--- src/rtl/pht_upd_sched.sv ---
// PHT controller: saturating-counter table with a queued update path that shares
// the single read port with prediction lookups and writes back via fin_sta_mac.
module pht_upd_sched #(
  parameter int IDX_W      = 4,
  parameter int CTR_W      = 2,
  parameter int QDEPTH     = 4,
  parameter int STARVE_MAX = 3
) (
  input  logic             clk,
  input  logic             reset,
  input  logic             lk_valid,
  input  logic [IDX_W-1:0] lk_idx,
  output logic             lk_ready,
  output logic             lk_resp_valid,
  output logic             lk_taken,
  input  logic             up_valid,
  input  logic [IDX_W-1:0] up_idx,
  input  logic             up_torn,
  output logic             up_ready,
  output logic             fsm_torn,
  output logic [CTR_W-1:0] fsm_cur,
  input  logic [CTR_W-1:0] fsm_next,
  output logic             busy
);

  localparam int ENTRIES = 1 << IDX_W;
  localparam int PTR_W   = (QDEPTH > 1) ? $clog2(QDEPTH) : 1;
  localparam int CNT_W   = $clog2(QDEPTH + 1);
  localparam int SC_W    = (STARVE_MAX > 0) ? $clog2(STARVE_MAX + 1) : 1;

  localparam logic [CTR_W-1:0] CTR_INIT   = CTR_W'(1);
  localparam logic [CNT_W-1:0] CNT_FULL   = CNT_W'(QDEPTH);
  localparam logic [SC_W-1:0]  STARVE_LIM = SC_W'(STARVE_MAX);

  typedef enum logic {
    S_IDLE,
    S_WRITE
  } state_t;

  state_t state, state_nxt;

  logic [CTR_W-1:0] pht_q [ENTRIES];

  logic [IDX_W-1:0] q_idx  [QDEPTH];
  logic             q_torn [QDEPTH];
  logic [PTR_W-1:0] rd_ptr, wr_ptr;
  logic [CNT_W-1:0] count;

  logic [SC_W-1:0]  starve_cnt;
  logic [CTR_W-1:0] cur_reg;
  logic             torn_reg;
  logic [IDX_W-1:0] idx_reg;

  logic q_empty, q_full;
  logic push, pop;
  logic lk_fire, upd_read, pht_we;

  assign q_empty  = (count == '0);
  assign q_full   = (count == CNT_FULL);
  assign up_ready = ~q_full;
  assign push     = up_valid & up_ready;

  // Lookups win the read port in IDLE unless starvation has forced an update.
  assign lk_fire  = lk_valid & lk_ready;
  assign upd_read = (state == S_IDLE) & ~q_empty & ~lk_fire;
  assign pop      = upd_read;

  assign busy = ~q_empty | (state == S_WRITE);

  always_ff @(posedge clk) begin
    if (reset) begin
      state <= S_IDLE;
    end else begin
      state <= state_nxt;
    end
  end

  always_comb begin
    state_nxt = state;
    case (state)
      S_IDLE:  if (upd_read) state_nxt = S_WRITE;
      S_WRITE: state_nxt = S_IDLE;
      default: state_nxt = S_IDLE;
    endcase
  end

  always_comb begin
    lk_ready = 1'b1;
    fsm_torn = 1'b0;
    fsm_cur  = '0;
    pht_we   = 1'b0;
    case (state)
      S_IDLE: begin
        if (!q_empty && starve_cnt == STARVE_LIM) lk_ready = 1'b0;
      end
      S_WRITE: begin
        fsm_torn = torn_reg;
        fsm_cur  = cur_reg;
        pht_we   = 1'b1;
      end
      default: begin
        lk_ready = 1'b1;
      end
    endcase
  end

  always_ff @(posedge clk) begin
    if (reset) begin
      for (int i = 0; i < ENTRIES; i++) pht_q[i] <= CTR_INIT;
    end else if (pht_we) begin
      pht_q[idx_reg] <= fsm_next;
    end
  end

  // Queue payload needs no reset; count and pointers define what is valid.
  always_ff @(posedge clk) begin
    if (push) begin
      q_idx[wr_ptr]  <= up_idx;
      q_torn[wr_ptr] <= up_torn;
    end
  end

  always_ff @(posedge clk) begin
    if (reset) begin
      wr_ptr <= '0;
      rd_ptr <= '0;
      count  <= '0;
    end else begin
      if (push) wr_ptr <= wr_ptr + 1'b1;
      if (pop)  rd_ptr <= rd_ptr + 1'b1;
      case ({push, pop})
        2'b10:   count <= count + 1'b1;
        2'b01:   count <= count - 1'b1;
        default: count <= count;
      endcase
    end
  end

  always_ff @(posedge clk) begin
    if (reset) begin
      starve_cnt <= '0;
    end else if (upd_read) begin
      starve_cnt <= '0;
    end else if (state == S_IDLE && !q_empty && lk_fire && starve_cnt != STARVE_LIM) begin
      starve_cnt <= starve_cnt + 1'b1;
    end
  end

  always_ff @(posedge clk) begin
    if (reset) begin
      cur_reg  <= '0;
      torn_reg <= 1'b0;
      idx_reg  <= '0;
    end else if (upd_read) begin
      cur_reg  <= pht_q[q_idx[rd_ptr]];
      torn_reg <= q_torn[rd_ptr];
      idx_reg  <= q_idx[rd_ptr];
    end
  end

  // A lookup in the WRITE cycle samples the table before the write lands.
  always_ff @(posedge clk) begin
    if (reset) begin
      lk_resp_valid <= 1'b0;
      lk_taken      <= 1'b0;
    end else begin
      lk_resp_valid <= lk_fire;
      if (lk_fire) lk_taken <= pht_q[lk_idx][CTR_W-1];
    end
  end

endmodule
--- config.mk ---
export PLATFORM = sky130hd
export DESIGN_NAME = pht_upd_sched
export DESIGN_NICKNAME = d
export VERILOG_FILES = /design/src/rtl/pht_upd_sched.sv
export SDC_FILE = /design/constraint.sdc
export NUM_CORES = 1
export LEC_CHECK = 0
export ABC_AREA = 0
export BUFFER_PORTS_ARGS = -buffer_cell sky130_fd_sc_hd__buf_4
export CORE_MARGIN = 3
export CORE_UTILIZATION = 45
export CTS_CLUSTER_DIAMETER = 200
export DETAILED_ROUTE_END_ITERATION = 7
export PLACE_DENSITY_LB_ADDON = 0.08
export SLEW_MARGIN = 20
export SYNTH_ARGS = -nofsm -noshare
export SYNTH_HDL_FRONTEND = slang
export SYNTH_SLANG_ARGS = --single-unit
--- constraint.sdc ---
create_clock -name clk -period 2.3 [get_ports clk]
set_input_delay 0.115 -clock clk [delete_from_list [all_inputs] [get_ports clk]]
set_output_delay 0.115 -clock clk [all_outputs]
set_load 0.03 [all_outputs]
==> report_table.html, run 1 <==
<table>
<tr><th>Metric</th><th>Value</th></tr>
<tr><th colspan="2">Clock network</th></tr>
<tr><td>Clock sink count</td><td>73</td></tr>
<tr><td>Number of levels in the clock H-tree</td><td>3</td></tr>
<tr><td>Clock-pin slew of the registers on the worst-case setup and hold paths</td><td>0.08 ns</td></tr>
<tr><td>Root buffer cell</td><td>clkbuf_8</td></tr>
<tr><td>Insertion delay to the later sink of the worst-skew pair</td><td>0.34 ns</td></tr>
<tr><td>Buffer depth of the longest clock path</td><td>2</td></tr>
<tr><td>TritonCTS clock tree</td><td>done</td></tr>
<tr><td>Num CTS Buffers</td><td>9</td></tr>
<tr><th colspan="2">Place</th></tr>
<tr><td>Weighted congestion at the end of routability-driven global placement</td><td>0.713</td></tr>
<tr><td>Estimated wirelength of the detail-placed design</td><td>4.86 mm</td></tr>
<tr><td>Buffers added on ports</td><td>22</td></tr>
<tr><td>DP Cell Count</td><td>395</td></tr>
<tr><th colspan="2">Setup path</th></tr>
<tr><td>Worst reg-to-reg setup slack</td><td>0.12 ns</td></tr>
<tr><td>Endpoint of the lowest-slack register-to-register path</td><td>count[2]</td></tr>
<tr><td>Reg2reg path depth</td><td>10</td></tr>
<tr><td>Worst endpoint required time</td><td>2.58 ns</td></tr>
<tr><td>Startpoint kind of the worst setup timing path</td><td>register</td></tr>
<tr><td>Crit Path Class</td><td>reg2reg</td></tr>
<tr><td>Crit path DAT</td><td>2.46 ns</td></tr>
<tr><td>Crit Reg-Reg Startpoint</td><td>starve_cnt[0]</td></tr>
<tr><td>Setup crit end kind</td><td>register</td></tr>
<tr><td>Top fanout value on the critical path</td><td>2</td></tr>
<tr><th colspan="2">GRT</th></tr>
<tr><td>Gr busiest metal</td><td>met2</td></tr>
<tr><td>Met2 demand-to-capacity share in global routing</td><td>0.276</td></tr>
<tr><td>Global-route wire length before repair</td><td>11.3 mm</td></tr>
<tr><td>Total routing resource utilization after global routing</td><td>0.173</td></tr>
<tr><td>Initial antenna violation count</td><td>0</td></tr>
<tr><td>Met1 track demand over resource</td><td>0.236</td></tr>
<tr><td>Via count of the first global-routing pass</td><td>2138</td></tr>
<tr><td>Maximum number of pins on one net before global-route repair</td><td>32</td></tr>
<tr><td>Sum of overflow across all layers after global routing</td><td>0</td></tr>
<tr><td>Met3 Use GR</td><td>0.0296</td></tr>
<tr><th colspan="2">Floorplanning</th></tr>
<tr><td>Die Span X</td><td>93.9 um</td></tr>
<tr><td>Die Ht</td><td>93.9 um</td></tr>
<tr><td>I/O pin count</td><td>23</td></tr>
<tr><td>Num rows</td><td>31</td></tr>
<tr><td>Initial standard-cell utilization of the core</td><td>0.472</td></tr>
<tr><td>Core Region</td><td>0.00737 mm2</td></tr>
<tr><td>Total die area</td><td>0.00882 mm2</td></tr>
<tr><th colspan="2">Synthesis</th></tr>
<tr><td>Flip-flop and latch count after synthesis</td><td>73</td></tr>
<tr><td>Fraction of synthesized cell area taken by the top area cell type</td><td>0.449</td></tr>
<tr><td>Post-synthesis sequential area ratio</td><td>0.570</td></tr>
<tr><td>Post-Synthesis Cells</td><td>277</td></tr>
<tr><td>Top FF cell, synth</td><td>edfxtp_1</td></tr>
<tr><td>Commonest cells in the synthesized netlist</td><td>edfxtp_1 (52), nand2_1 (27), dfxtp_1 (21)</td></tr>
<tr><td>Largest area contributor in the netlist</td><td>edfxtp_1</td></tr>
<tr><td>Synth top area cells</td><td>edfxtp_1 (45%), dfxtp_1 (12%), mux4_2 (5.8%)</td></tr>
<tr><td>Top-count cell post-synth</td><td>edfxtp_1</td></tr>
<tr><td>Netlist Area Pre-Place</td><td>0.00348 mm2</td></tr>
<tr><td>Async set or reset register ratio after synthesis</td><td>0</td></tr>
<tr><td>Count of unique library cells instantiated by Yosys</td><td>38</td></tr>
<tr><td>Yosys synthesis warning count</td><td>0</td></tr>
<tr><td>Number of flops mapped to enable cells by yosys</td><td>52</td></tr>
<tr><td>Average cell area after synthesis</td><td>12.6 um2</td></tr>
<tr><td>Post-Synthesis Net Count</td><td>299</td></tr>
<tr><th colspan="2">STA</th></tr>
<tr><td>Worst-Margin Slew</td><td>0.611 ns</td></tr>
<tr><td>Max transition margin</td><td>0.590</td></tr>
<tr><td>Upper clock frequency limit</td><td>459 MHz</td></tr>
<tr><td>Sum Neg Setup Slack</td><td>0 ns</td></tr>
<tr><td>Hold slack</td><td>0.0402 ns</td></tr>
<tr><td>Ratio of final minimum period to clock period</td><td>0.947</td></tr>
<tr><td>Final Slew Violations</td><td>0</td></tr>
<tr><td>Number of failing hold endpoints at the final stage</td><td>0</td></tr>
<tr><td>Worst setup skew after layout</td><td>0.0122 ns</td></tr>
<tr><td>Setup repair after global routing missed its margin</td><td>false</td></tr>
<tr><td>Final Critical Period</td><td>2.18 ns</td></tr>
<tr><td>Number of setup violations in the final report</td><td>0</td></tr>
<tr><th colspan="2">Route</th></tr>
<tr><td>Remaining routing DRC violations</td><td>0</td></tr>
<tr><td>Vias after detailed routing</td><td>2172</td></tr>
<tr><td>Post-route ant nets</td><td>0</td></tr>
<tr><td>Overall routed net length</td><td>6.91 mm</td></tr>
<tr><td>Detailed router's first-iteration violation count</td><td>118</td></tr>
<tr><td>Vias/cell</td><td>5.22</td></tr>
<tr><td>Wire per inst</td><td>16.6 um</td></tr>
<tr><td>Initial DRT Pass Iterations</td><td>4</td></tr>
<tr><th colspan="2">Final layout</th></tr>
<tr><td>Register area</td><td>0.00198 mm2</td></tr>
<tr><td>Area Overhead vs Synth</td><td>18.1%</td></tr>
<tr><td>Count of placed standard cells in the final layout, fillers left out</td><td>416</td></tr>
<tr><td>Largest registers ranked by flip-flop count</td><td>pht_q: 32 flops, q_idx: 16 flops</td></tr>
<tr><td>Largest register FFs</td><td>32</td></tr>
<tr><td>Fillers</td><td>620</td></tr>
<tr><td>Number of nets in the final layout</td><td>334</td></tr>
<tr><td>Fraction of final layout cells sized beyond drive strength 1</td><td>0.259</td></tr>
<tr><td>Multi-input logic area</td><td>0.00143 mm2</td></tr>
<tr><td>N_diodes</td><td>0</td></tr>
<tr><td>Register name with the most flops</td><td>pht_q</td></tr>
<tr><th colspan="2">Run status</th></tr>
<tr><td>Result of the run</td><td>finished, final reports clean</td></tr>
<tr><th colspan="2">Power and ir drop</th></tr>
<tr><td>Worst vdd rail ir drop</td><td>0.705 mV</td></tr>
<tr><td>Leakage power</td><td>0.00150 uW</td></tr>
<tr><td>Pwr dens</td><td>960 mW/mm2</td></tr>
<tr><th colspan="2">Min path</th></tr>
<tr><td>Hold Path Origin</td><td>lk_valid</td></tr>
<tr><td>Hold path depth</td><td>3</td></tr>
<tr><td>Type of the tightest min-delay check</td><td>in2reg</td></tr>
<tr><td>Worst Hold End</td><td>lk_resp_valid</td></tr>
<tr><th colspan="2">Job</th></tr>
<tr><td>Max-cap violation count</td><td>0</td></tr>
</table>
==> critical path, cell delays in order, from the launching register on <==
cell	delay [ns]
dfxtp_2	0.34
ha_2	0.17
nor2b_1	0.05
or3_4	0.39
clkinv_4	0.06
ha_4	0.12
inv_1	0.05
fa_2	0.33
xor2_1	0.15
or3_1	0.32
a21oi_2	0.13
==> metal layers <==
layer / wire length [um] / up-vias
met1: 3210 / 1044
met3: 255 / 6
met4: 76 / 0
li1: - / 1085
met5: 0 / -
met2: 3370 / 37
==> logic make-up (layout without fill, tap and decap cells) <==
kind of cell	count (synthesis)	in the layout	share of synthesized area
compound gates	19	19	0.0342
xor+xnor	6	6	0.0151
fa+ha+maj	7	7	0.0273
buf+inv	21	61	0.0273
flops	73	73	0.570
mux	29	29	0.130
simple gates	122	122	0.196
==> area by class of cell <==
| class | instances | share of cell area |
|---|---|---|
| Inverter | 7 | 0.00761 |
| Multi-Input combinational cell | 183 | 0.348 |
| Tap cell | 99 | 0.0302 |
| Timing Repair Buffer | 38 | 0.0725 |
| Clock buffer | 11 | 0.0372 |
| Sequential cell | 73 | 0.483 |
| Clock inverter | 5 | 0.0210 |
==> metrics by stage <==
step | power [uW] | area [um2] | setup slack [ns] | utilization
final | 3940 | 4110 | 0.122 | 0.557
after global routing | 4150 | 4110 | 0.0341 | 0.557
after CTS | 3970 | 4090 | 0.0129 | 0.556
after detailed placement | 2790 | 3800 | 0.0294 | 0.516
after global placement | 2770 | 3800 | 0.0998 | 0.516
after floorplan | 2480 | 3510 | 0.0226 | -
==> placed cells by master, fill, tap and decap left out, types with 4 or more instances in the layout <==
cell type      instances
a21oi_1                9
nor2_1                12
dfxtp_1               19
nor3b_1                5
nor3_1                 4
dlygate4sd3_1          5
nand2_1               27
nand2b_1              15
mux2i_1               16
and3_1                15
mux4_2                 9
nand4b_1               4
clkbuf_8               9
ha_1                   4
edfxtp_1              52
inv_1                  6
buf_4                 33
and2_1                10
nor2b_1                4
or2_2                 14
==> power by group <==
part           switching, uW  total [uW]  internal (uW)
logic                    598        1090            492
clock network            485        1170            685
registers                123        1680           1560
total                   1210        3940           2740
==> how the worst max path moves through the flow <==
| stage | start | endpoint | cells after the start |
|---|---|---|---|
| after floorplan | starve_cnt[0] | count[2] | 11 |
| after global placement | starve_cnt[0] | count[2] | 10 |
| after detailed placement | starve_cnt[0] | count[2] | 10 |
| after CTS | starve_cnt[0] | count[2] | 10 |
| after global routing | starve_cnt[0] | count[2] | 10 |
| final | starve_cnt[0] | count[2] | 10 |
==> repair_timing <==
action | CTS | global route
resized for setup | 0 | 5
buffers inserted | 0 | 0
hold endpoints to repair | 20 | 0
endpoints found under the setup margin | 0 | 1
hold buffers | 5 | 0
Note: power is estimated with default switching activity, not from simulation.
==> inputs of run 2 (changes only) <==
- CTS_CLUSTER_DIAMETER: 200 -> 40
- PLACE_DENSITY_LB_ADDON: 0.08 -> default
==> report_table.html, run 2 (synthesis gave the netlist of run 1 again) <==
<table>
<tr><th>Metric</th><th>Value</th></tr>
<tr><th colspan="2">Route</th></tr>
<tr><td>Remaining routing DRC violations</td><td>0</td></tr>
<tr><td>Vias/cell</td><td>5.29</td></tr>
<tr><td>Overall routed net length</td><td>6.82 mm</td></tr>
<tr><td>Wire per inst</td><td>16.4 um</td></tr>
<tr><td>Vias after detailed routing</td><td>2194</td></tr>
<tr><td>Post-route ant nets</td><td>0</td></tr>
<tr><td>Initial DRT Pass Iterations</td><td>4</td></tr>
<tr><td>Detailed router's first-iteration violation count</td><td>88</td></tr>
<tr><th colspan="2">Power and ir drop</th></tr>
<tr><td>Internal portion of total power</td><td>2430 uW</td></tr>
<tr><td>Post-layout total power</td><td>3630 uW</td></tr>
<tr><td>Leakage power</td><td>0.00145 uW</td></tr>
<tr><td>Sequential group share of total power</td><td>0.466</td></tr>
<tr><td>Fraction of power spent switching nets</td><td>0.331</td></tr>
<tr><td>Sw Pwr</td><td>1200 uW</td></tr>
<tr><td>Combinational cell fraction of total power</td><td>0.290</td></tr>
<tr><td>Share of power burned in the clock network</td><td>0.244</td></tr>
<tr><td>Worst vdd rail ir drop</td><td>0.500 mV</td></tr>
<tr><td>Pwr dens</td><td>902 mW/mm2</td></tr>
<tr><th colspan="2">Final layout</th></tr>
<tr><td>Number of nets in the final layout</td><td>333</td></tr>
<tr><td>Largest registers ranked by flip-flop count</td><td>pht_q: 32 flops, q_idx: 16 flops</td></tr>
<tr><td>Fraction of final layout cells sized beyond drive strength 1</td><td>0.244</td></tr>
<tr><td>Area Overhead vs Synth</td><td>15.8%</td></tr>
<tr><td>Register name with the most flops</td><td>pht_q</td></tr>
<tr><td>Fillers</td><td>635</td></tr>
<tr><td>Largest register FFs</td><td>32</td></tr>
<tr><td>Leading cell types in the layout, fill and taps excluded</td><td>edfxtp_1 (52), buf_4 (32), nand2_1 (27), dfxtp_1 (21), mux2i_1 (16)</td></tr>
<tr><td>Most frequent standard cell in the layout excluding fill and tap cells</td><td>edfxtp_1</td></tr>
<tr><td>N_diodes</td><td>0</td></tr>
<tr><th colspan="2">Setup path</th></tr>
<tr><td>Crit Path Class</td><td>reg2reg</td></tr>
<tr><td>Crit path DAT</td><td>2.50 ns</td></tr>
<tr><td>Startpoint kind of the worst setup timing path</td><td>register</td></tr>
<tr><td>Setup crit end kind</td><td>register</td></tr>
<tr><td>Worst endpoint required time</td><td>2.60 ns</td></tr>
<tr><td>Top fanout value on the critical path</td><td>2</td></tr>
<tr><th colspan="2">STA</th></tr>
<tr><td>Worst-Margin Slew</td><td>0.619 ns</td></tr>
<tr><td>Sum Neg Setup Slack</td><td>0 ns</td></tr>
<tr><td>Number of setup violations in the final report</td><td>0</td></tr>
<tr><td>Number of failing hold endpoints at the final stage</td><td>0</td></tr>
<tr><td>Final Slew Violations</td><td>0</td></tr>
<tr><td>Ratio of final minimum period to clock period</td><td>0.959</td></tr>
<tr><td>Upper clock frequency limit</td><td>453 MHz</td></tr>
<tr><td>Final Critical Period</td><td>2.21 ns</td></tr>
<tr><td>Max transition margin</td><td>0.585</td></tr>
<tr><td>Setup repair after global routing missed its margin</td><td>false</td></tr>
<tr><td>Hold slack</td><td>0.0179 ns</td></tr>
<tr><td>Worst setup skew after layout</td><td>0.0169 ns</td></tr>
<tr><th colspan="2">Floorplanning</th></tr>
<tr><td>Num rows</td><td>31</td></tr>
<tr><td>Core Region</td><td>0.00737 mm2</td></tr>
<tr><td>I/O pin count</td><td>23</td></tr>
<tr><td>Die Ht</td><td>93.9 um</td></tr>
<tr><td>Total die area</td><td>0.00882 mm2</td></tr>
<tr><td>Initial standard-cell utilization of the core</td><td>0.472</td></tr>
<tr><td>Die Span X</td><td>93.9 um</td></tr>
<tr><th colspan="2">Job</th></tr>
<tr><td>Max-cap violation count</td><td>0</td></tr>
<tr><th colspan="2">Min path</th></tr>
<tr><td>Type of the tightest min-delay check</td><td>in2reg</td></tr>
<tr><th colspan="2">GRT</th></tr>
<tr><td>Total routing resource utilization after global routing</td><td>0.171</td></tr>
<tr><td>Initial antenna violation count</td><td>0</td></tr>
<tr><td>Global-route wire length before repair</td><td>11.1 mm</td></tr>
<tr><td>Via count of the first global-routing pass</td><td>2182</td></tr>
<tr><td>Sum of overflow across all layers after global routing</td><td>0</td></tr>
<tr><td>Maximum number of pins on one net before global-route repair</td><td>25</td></tr>
<tr><th colspan="2">Clock network</th></tr>
<tr><td>Buffer depth of the longest clock path</td><td>2</td></tr>
<tr><td>Number of levels in the clock H-tree</td><td>3</td></tr>
<tr><td>Num CTS Buffers</td><td>9</td></tr>
<tr><td>TritonCTS clock tree</td><td>done</td></tr>
<tr><td>Root buffer cell</td><td>clkbuf_8</td></tr>
<tr><td>Clock sink count</td><td>73</td></tr>
<tr><td>Clock-pin slew of the registers on the worst-case setup and hold paths</td><td>0.09 ns</td></tr>
<tr><td>Insertion delay to the later sink of the worst-skew pair</td><td>0.36 ns</td></tr>
<tr><th colspan="2">Run status</th></tr>
<tr><td>Result of the run</td><td>finished, final reports clean</td></tr>
<tr><th colspan="2">Place</th></tr>
<tr><td>Buffers added on ports</td><td>22</td></tr>
<tr><td>Estimated wirelength of the detail-placed design</td><td>4.76 mm</td></tr>
<tr><td>Weighted congestion at the end of routability-driven global placement</td><td>0.714</td></tr>
</table>
## run 2: changes by cell type in the layout (fill, tap and decap cells not counted), sizes merged
cell / change
bufinv: -2
buf: -1
clkinv: +1
clkbuf: -1
clkinvlp: +3
inv: -1
## run 2: metrics by stage
| stage | area [um2] | setup slack (ns) | std cells | util |
|---|---|---|---|---|
| 2_1_floorplan | 3510 | 0.0226 | 277 | - |
| 3_3_place_gp | 3800 | 0.0943 | 394 | 0.515 |
| 3_5_place_dp | 3800 | 0.0641 | 394 | 0.515 |
| 4_1_cts | 4020 | 0.0563 | 415 | 0.546 |
| 5_1_grt | 4030 | 0.0308 | 415 | 0.546 |
| 6_report | 4030 | 0.0949 | 415 | 0.546 |
## run 2: worst max-delay path, cell delays in order, from the launching register on
cell      delay [ns]
dfxtp_1         0.35
ha_2            0.18
nor2b_1         0.05
or3_4           0.39
clkinv_4        0.06
ha_4            0.12
inv_1           0.04
fa_1            0.36
xor2_1          0.15
or3_1           0.30
a21oi_1         0.14
## run 2: cell type report
class / count / area [um2] / area share
Clock buffer: 10 / 128 / 0.0317
Clock inverter: 6 / 45.0 / 0.0112
Inverter: 7 / 31.3 / 0.00777
Multi-Input combinational cell: 183 / 1430 / 0.354
Sequential cell: 73 / 1980 / 0.492
Tap cell: 99 / 124 / 0.0308
Timing Repair Buffer: 37 / 290 / 0.0721
## run 2: per-layer routing
metal / GRT usage / wire length [um] / vias up
met5: 0 / 0 / -
met4: 0.0866 / 130 / 0
met3: 0.0409 / 399 / 10
met2: 0.254 / 3130 / 53
met1: 0.235 / 3150 / 1051
li1: - / - / 1080
## run 2: power by group through the flow
| stage | Combinational (uW) | Sequential (uW) | Clock [uW] |
|---|---|---|---|
| 6_report | 1050 | 1690 | 887 |
| 5_1_grt | 1170 | 1710 | 964 |
| 4_1_cts | 1060 | 1690 | 907 |
| 3_5_place_dp | 1050 | 1720 | 0 |
| 3_3_place_gp | 1040 | 1720 | 0 |
| 2_1_floorplan | 810 | 1670 | 0 |
## run 2: final timing paths
check	from	to	slack (ns)	cells past startpoint
hold reg to reg	torn_reg	torn_reg	0.46	2
setup / recovery	starve_cnt[0]	count[2]	0.09	10
setup reg to reg	starve_cnt[0]	count[2]	0.09	10
hold / removal	lk_valid	lk_resp_valid	0.02	3
## run 2: timing repair
action / 4_1_cts / 5_1_grt
gates resized for setup: 0 / 1
setup endpoints to repair: 0 / 1
hold buffers: 5 / 0
endpoints found under the hold margin: 20 / 0
buffers inserted: 0 / 0
==> inputs of run 3 (changes only) <==
- REMOVE_ABC_BUFFERS: default -> 1
==> report_table.html, run 3 (synthesis gave the netlist of run 1 again) <==
<table>
<tr><th>Metric</th><th>Value</th></tr>
<tr><th colspan="2">Clock network</th></tr>
<tr><td>Number of levels in the clock H-tree</td><td>3</td></tr>
<tr><td>Num CTS Buffers</td><td>9</td></tr>
<tr><td>TritonCTS clock tree</td><td>done</td></tr>
<tr><td>Insertion delay to the later sink of the worst-skew pair</td><td>0.34 ns</td></tr>
<tr><td>Clock-pin slew of the registers on the worst-case setup and hold paths</td><td>0.08 ns</td></tr>
<tr><td>Clock sink count</td><td>73</td></tr>
<tr><td>Root buffer cell</td><td>clkbuf_8</td></tr>
<tr><td>Buffer depth of the longest clock path</td><td>2</td></tr>
<tr><th colspan="2">STA</th></tr>
<tr><td>Final Slew Violations</td><td>0</td></tr>
<tr><td>Ratio of final minimum period to clock period</td><td>0.990</td></tr>
<tr><td>Upper clock frequency limit</td><td>439 MHz</td></tr>
<tr><td>Max transition margin</td><td>0.501</td></tr>
<tr><td>Final Critical Period</td><td>2.28 ns</td></tr>
<tr><td>Sum Neg Setup Slack</td><td>0 ns</td></tr>
<tr><td>Worst-Margin Slew</td><td>0.746 ns</td></tr>
<tr><td>Setup repair after global routing missed its margin</td><td>true</td></tr>
<tr><td>Number of setup violations in the final report</td><td>0</td></tr>
<tr><td>Hold slack</td><td>0.0275 ns</td></tr>
<tr><td>Worst setup skew after layout</td><td>0.00752 ns</td></tr>
<tr><td>Number of failing hold endpoints at the final stage</td><td>0</td></tr>
<tr><th colspan="2">Setup path</th></tr>
<tr><td>Startpoint kind of the worst setup timing path</td><td>register</td></tr>
<tr><td>Setup crit end kind</td><td>register</td></tr>
<tr><td>Worst endpoint required time</td><td>2.58 ns</td></tr>
<tr><td>Critical path cell sequence</td><td>ha_4 &gt; nor2b_2 &gt; or3_4 &gt; inv_4 &gt; ha_4 &gt; inv_2 &gt; fa_2 &gt; xor2_2 &gt; or3_1 &gt; a21oi_2</td></tr>
<tr><td>Top fanout value on the critical path</td><td>2</td></tr>
<tr><td>Number of buffers and inverters on the critical path</td><td>2</td></tr>
<tr><td>Worst reg-to-reg setup slack</td><td>0.02 ns</td></tr>
<tr><td>Endpoint of the lowest-slack register-to-register path</td><td>count[2]</td></tr>
<tr><td>Cell type of the slowest stage on the worst timing path</td><td>or3_4</td></tr>
<tr><td>Crit path DAT</td><td>2.56 ns</td></tr>
<tr><td>Reg2reg path depth</td><td>10</td></tr>
<tr><td>Crit Reg-Reg Startpoint</td><td>starve_cnt[1]</td></tr>
<tr><td>CP top delay family</td><td>simple AND/OR/NAND/NOR gates</td></tr>
<tr><td>Launching instance or port of the critical path</td><td>starve_cnt[1]</td></tr>
<tr><td>Maximum cell stage delay along the critical path</td><td>0.40 ns</td></tr>
<tr><td>Critical path's most frequent cell</td><td>ha_4</td></tr>
<tr><td>Crit Path Class</td><td>reg2reg</td></tr>
<tr><th colspan="2">Route</th></tr>
<tr><td>Overall routed net length</td><td>6.72 mm</td></tr>
<tr><td>Remaining routing DRC violations</td><td>0</td></tr>
<tr><td>Post-route ant nets</td><td>0</td></tr>
<tr><td>Wire per inst</td><td>16.0 um</td></tr>
<tr><td>Detailed router's first-iteration violation count</td><td>95</td></tr>
<tr><td>Initial DRT Pass Iterations</td><td>5</td></tr>
<tr><td>Vias/cell</td><td>5.32</td></tr>
<tr><td>Vias after detailed routing</td><td>2233</td></tr>
<tr><th colspan="2">Final layout</th></tr>
<tr><td>N_diodes</td><td>0</td></tr>
<tr><td>Register name with the most flops</td><td>pht_q</td></tr>
<tr><td>Area Overhead vs Synth</td><td>18.9%</td></tr>
<tr><td>Final std cell area, no fill</td><td>0.00413 mm2</td></tr>
<tr><td>Fraction of final layout cells sized beyond drive strength 1</td><td>0.274</td></tr>
<tr><td>Largest register FFs</td><td>32</td></tr>
<tr><td>Fillers</td><td>626</td></tr>
<tr><td>Leading cell types in the layout, fill and taps excluded</td><td>edfxtp_1 (52), buf_4 (36), nand2_1 (27), dfxtp_1 (19), mux2i_1 (16)</td></tr>
<tr><td>Most frequent standard cell in the layout excluding fill and tap cells</td><td>edfxtp_1</td></tr>
<tr><td>Number of nets in the final layout</td><td>338</td></tr>
<tr><td>Largest registers ranked by flip-flop count</td><td>pht_q: 32 flops, q_idx: 16 flops</td></tr>
<tr><th colspan="2">Power and ir drop</th></tr>
<tr><td>Sequential group share of total power</td><td>0.437</td></tr>
<tr><td>Share of power burned in the clock network</td><td>0.274</td></tr>
<tr><td>Combinational cell fraction of total power</td><td>0.290</td></tr>
<tr><td>Internal portion of total power</td><td>2690 uW</td></tr>
<tr><td>Worst vdd rail ir drop</td><td>0.500 mV</td></tr>
<tr><td>Leakage power</td><td>0.00151 uW</td></tr>
<tr><td>Post-layout total power</td><td>3890 uW</td></tr>
<tr><td>Sw Pwr</td><td>1190 uW</td></tr>
<tr><td>Fraction of power spent switching nets</td><td>0.307</td></tr>
<tr><td>Pwr dens</td><td>940 mW/mm2</td></tr>
<tr><th colspan="2">Run status</th></tr>
<tr><td>Result of the run</td><td>finished, final reports clean</td></tr>
<tr><th colspan="2">Floorplanning</th></tr>
<tr><td>Die Span X</td><td>93.9 um</td></tr>
<tr><td>Num rows</td><td>31</td></tr>
<tr><td>Core Region</td><td>0.00737 mm2</td></tr>
<tr><td>Total die area</td><td>0.00882 mm2</td></tr>
<tr><td>Initial standard-cell utilization of the core</td><td>0.472</td></tr>
<tr><td>I/O pin count</td><td>23</td></tr>
<tr><td>Die Ht</td><td>93.9 um</td></tr>
<tr><th colspan="2">GRT</th></tr>
<tr><td>Total routing resource utilization after global routing</td><td>0.166</td></tr>
<tr><td>Via count of the first global-routing pass</td><td>2162</td></tr>
<tr><td>Initial antenna violation count</td><td>0</td></tr>
<tr><td>Global-route wire length before repair</td><td>10.9 mm</td></tr>
<tr><td>Sum of overflow across all layers after global routing</td><td>0</td></tr>
<tr><td>Maximum number of pins on one net before global-route repair</td><td>23</td></tr>
<tr><th colspan="2">Job</th></tr>
<tr><td>Max-cap violation count</td><td>0</td></tr>
<tr><th colspan="2">Place</th></tr>
<tr><td>Estimated wirelength of the detail-placed design</td><td>4.80 mm</td></tr>
<tr><td>Post-place instance area</td><td>0.00380 mm2</td></tr>
<tr><td>Buffers added on ports</td><td>22</td></tr>
<tr><td>Weighted congestion at the end of routability-driven global placement</td><td>0.755</td></tr>
<tr><th colspan="2">Min path</th></tr>
<tr><td>Worst Hold End</td><td>lk_resp_valid</td></tr>
<tr><td>Type of the tightest min-delay check</td><td>in2reg</td></tr>
<tr><td>Hold path depth</td><td>3</td></tr>
<tr><td>Hold Path Origin</td><td>lk_valid</td></tr>
</table>
run 3: layer usage:
metal | track usage | vias up | wire length (um)
met5 | 0 | - | 0
li1 | - | 1087 | -
met3 | 0.0513 | 9 | 291
met1 | 0.231 | 1097 | 3290
met2 | 0.250 | 40 | 3060
met4 | 0.0517 | 0 | 84
run 3: repair_timing:
item,CTS,global route
hold buffers,5,0
setup endpoints to repair,1,1
buffers inserted,0,3
pin swaps,0,6
hold endpoints to repair,20,0
resized for setup,1,13
run 3: layout make-up:
cell class              count  area (um2)  share of cell area
well taps                  99         124              0.0300
multi-input cells         183        1450               0.350
repair buffers             42         340              0.0823
inverters                   7        28.8             0.00696
clock buffers              10         128              0.0309
clock inverters             6        82.6              0.0200
flip-flops and latches     73        1980               0.480
run 3: how the worst max path moves through the flow:
stage	to	slack, ns	depth (start not counted)
after floorplan	count[2]	-0.12	10
after global placement	count[2]	0.09	10
after detailed placement	count[2]	-0.01	10
after CTS	count[2]	0.000009	10
after global routing	count[2]	-0.06	10
final	count[2]	0.02	10
run 3: power by group through the flow:
| stage | Sequential [uW] | Clock (uW) | Combinational, uW |
|---|---|---|---|
| floorplan | 1690 | 0 | 690 |
| global route | 1720 | 1160 | 1240 |
| finish | 1700 | 1060 | 1130 |
| CTS | 1700 | 1090 | 1060 |
| global placement | 1720 | 0 | 1040 |
| detailed placement | 1720 | 0 | 1050 |
run 3: worst reg2reg max path, delay by kind of cell (launching register included):
kind | cells | cell delay [ns]
AOI/OAI and AO/OA | 1 | 0.13
xor gates and xnor gates | 1 | 0.18
adders and majority gates | 3 | 0.63
buffers and inverters | 2 | 0.11
DFF | 1 | 0.35
and+or+nand+nor | 3 | 0.82
run 3: metrics by stage:
step,util,instances,setup WS [ns]
5_1_grt,0.561,420,-0.0552
2_1_floorplan,-,263,-0.117
6_report,0.561,420,0.0221
3_3_place_gp,0.516,396,0.0870
3_5_place_dp,0.516,396,-0.0103
4_1_cts,0.551,417,0.00000910
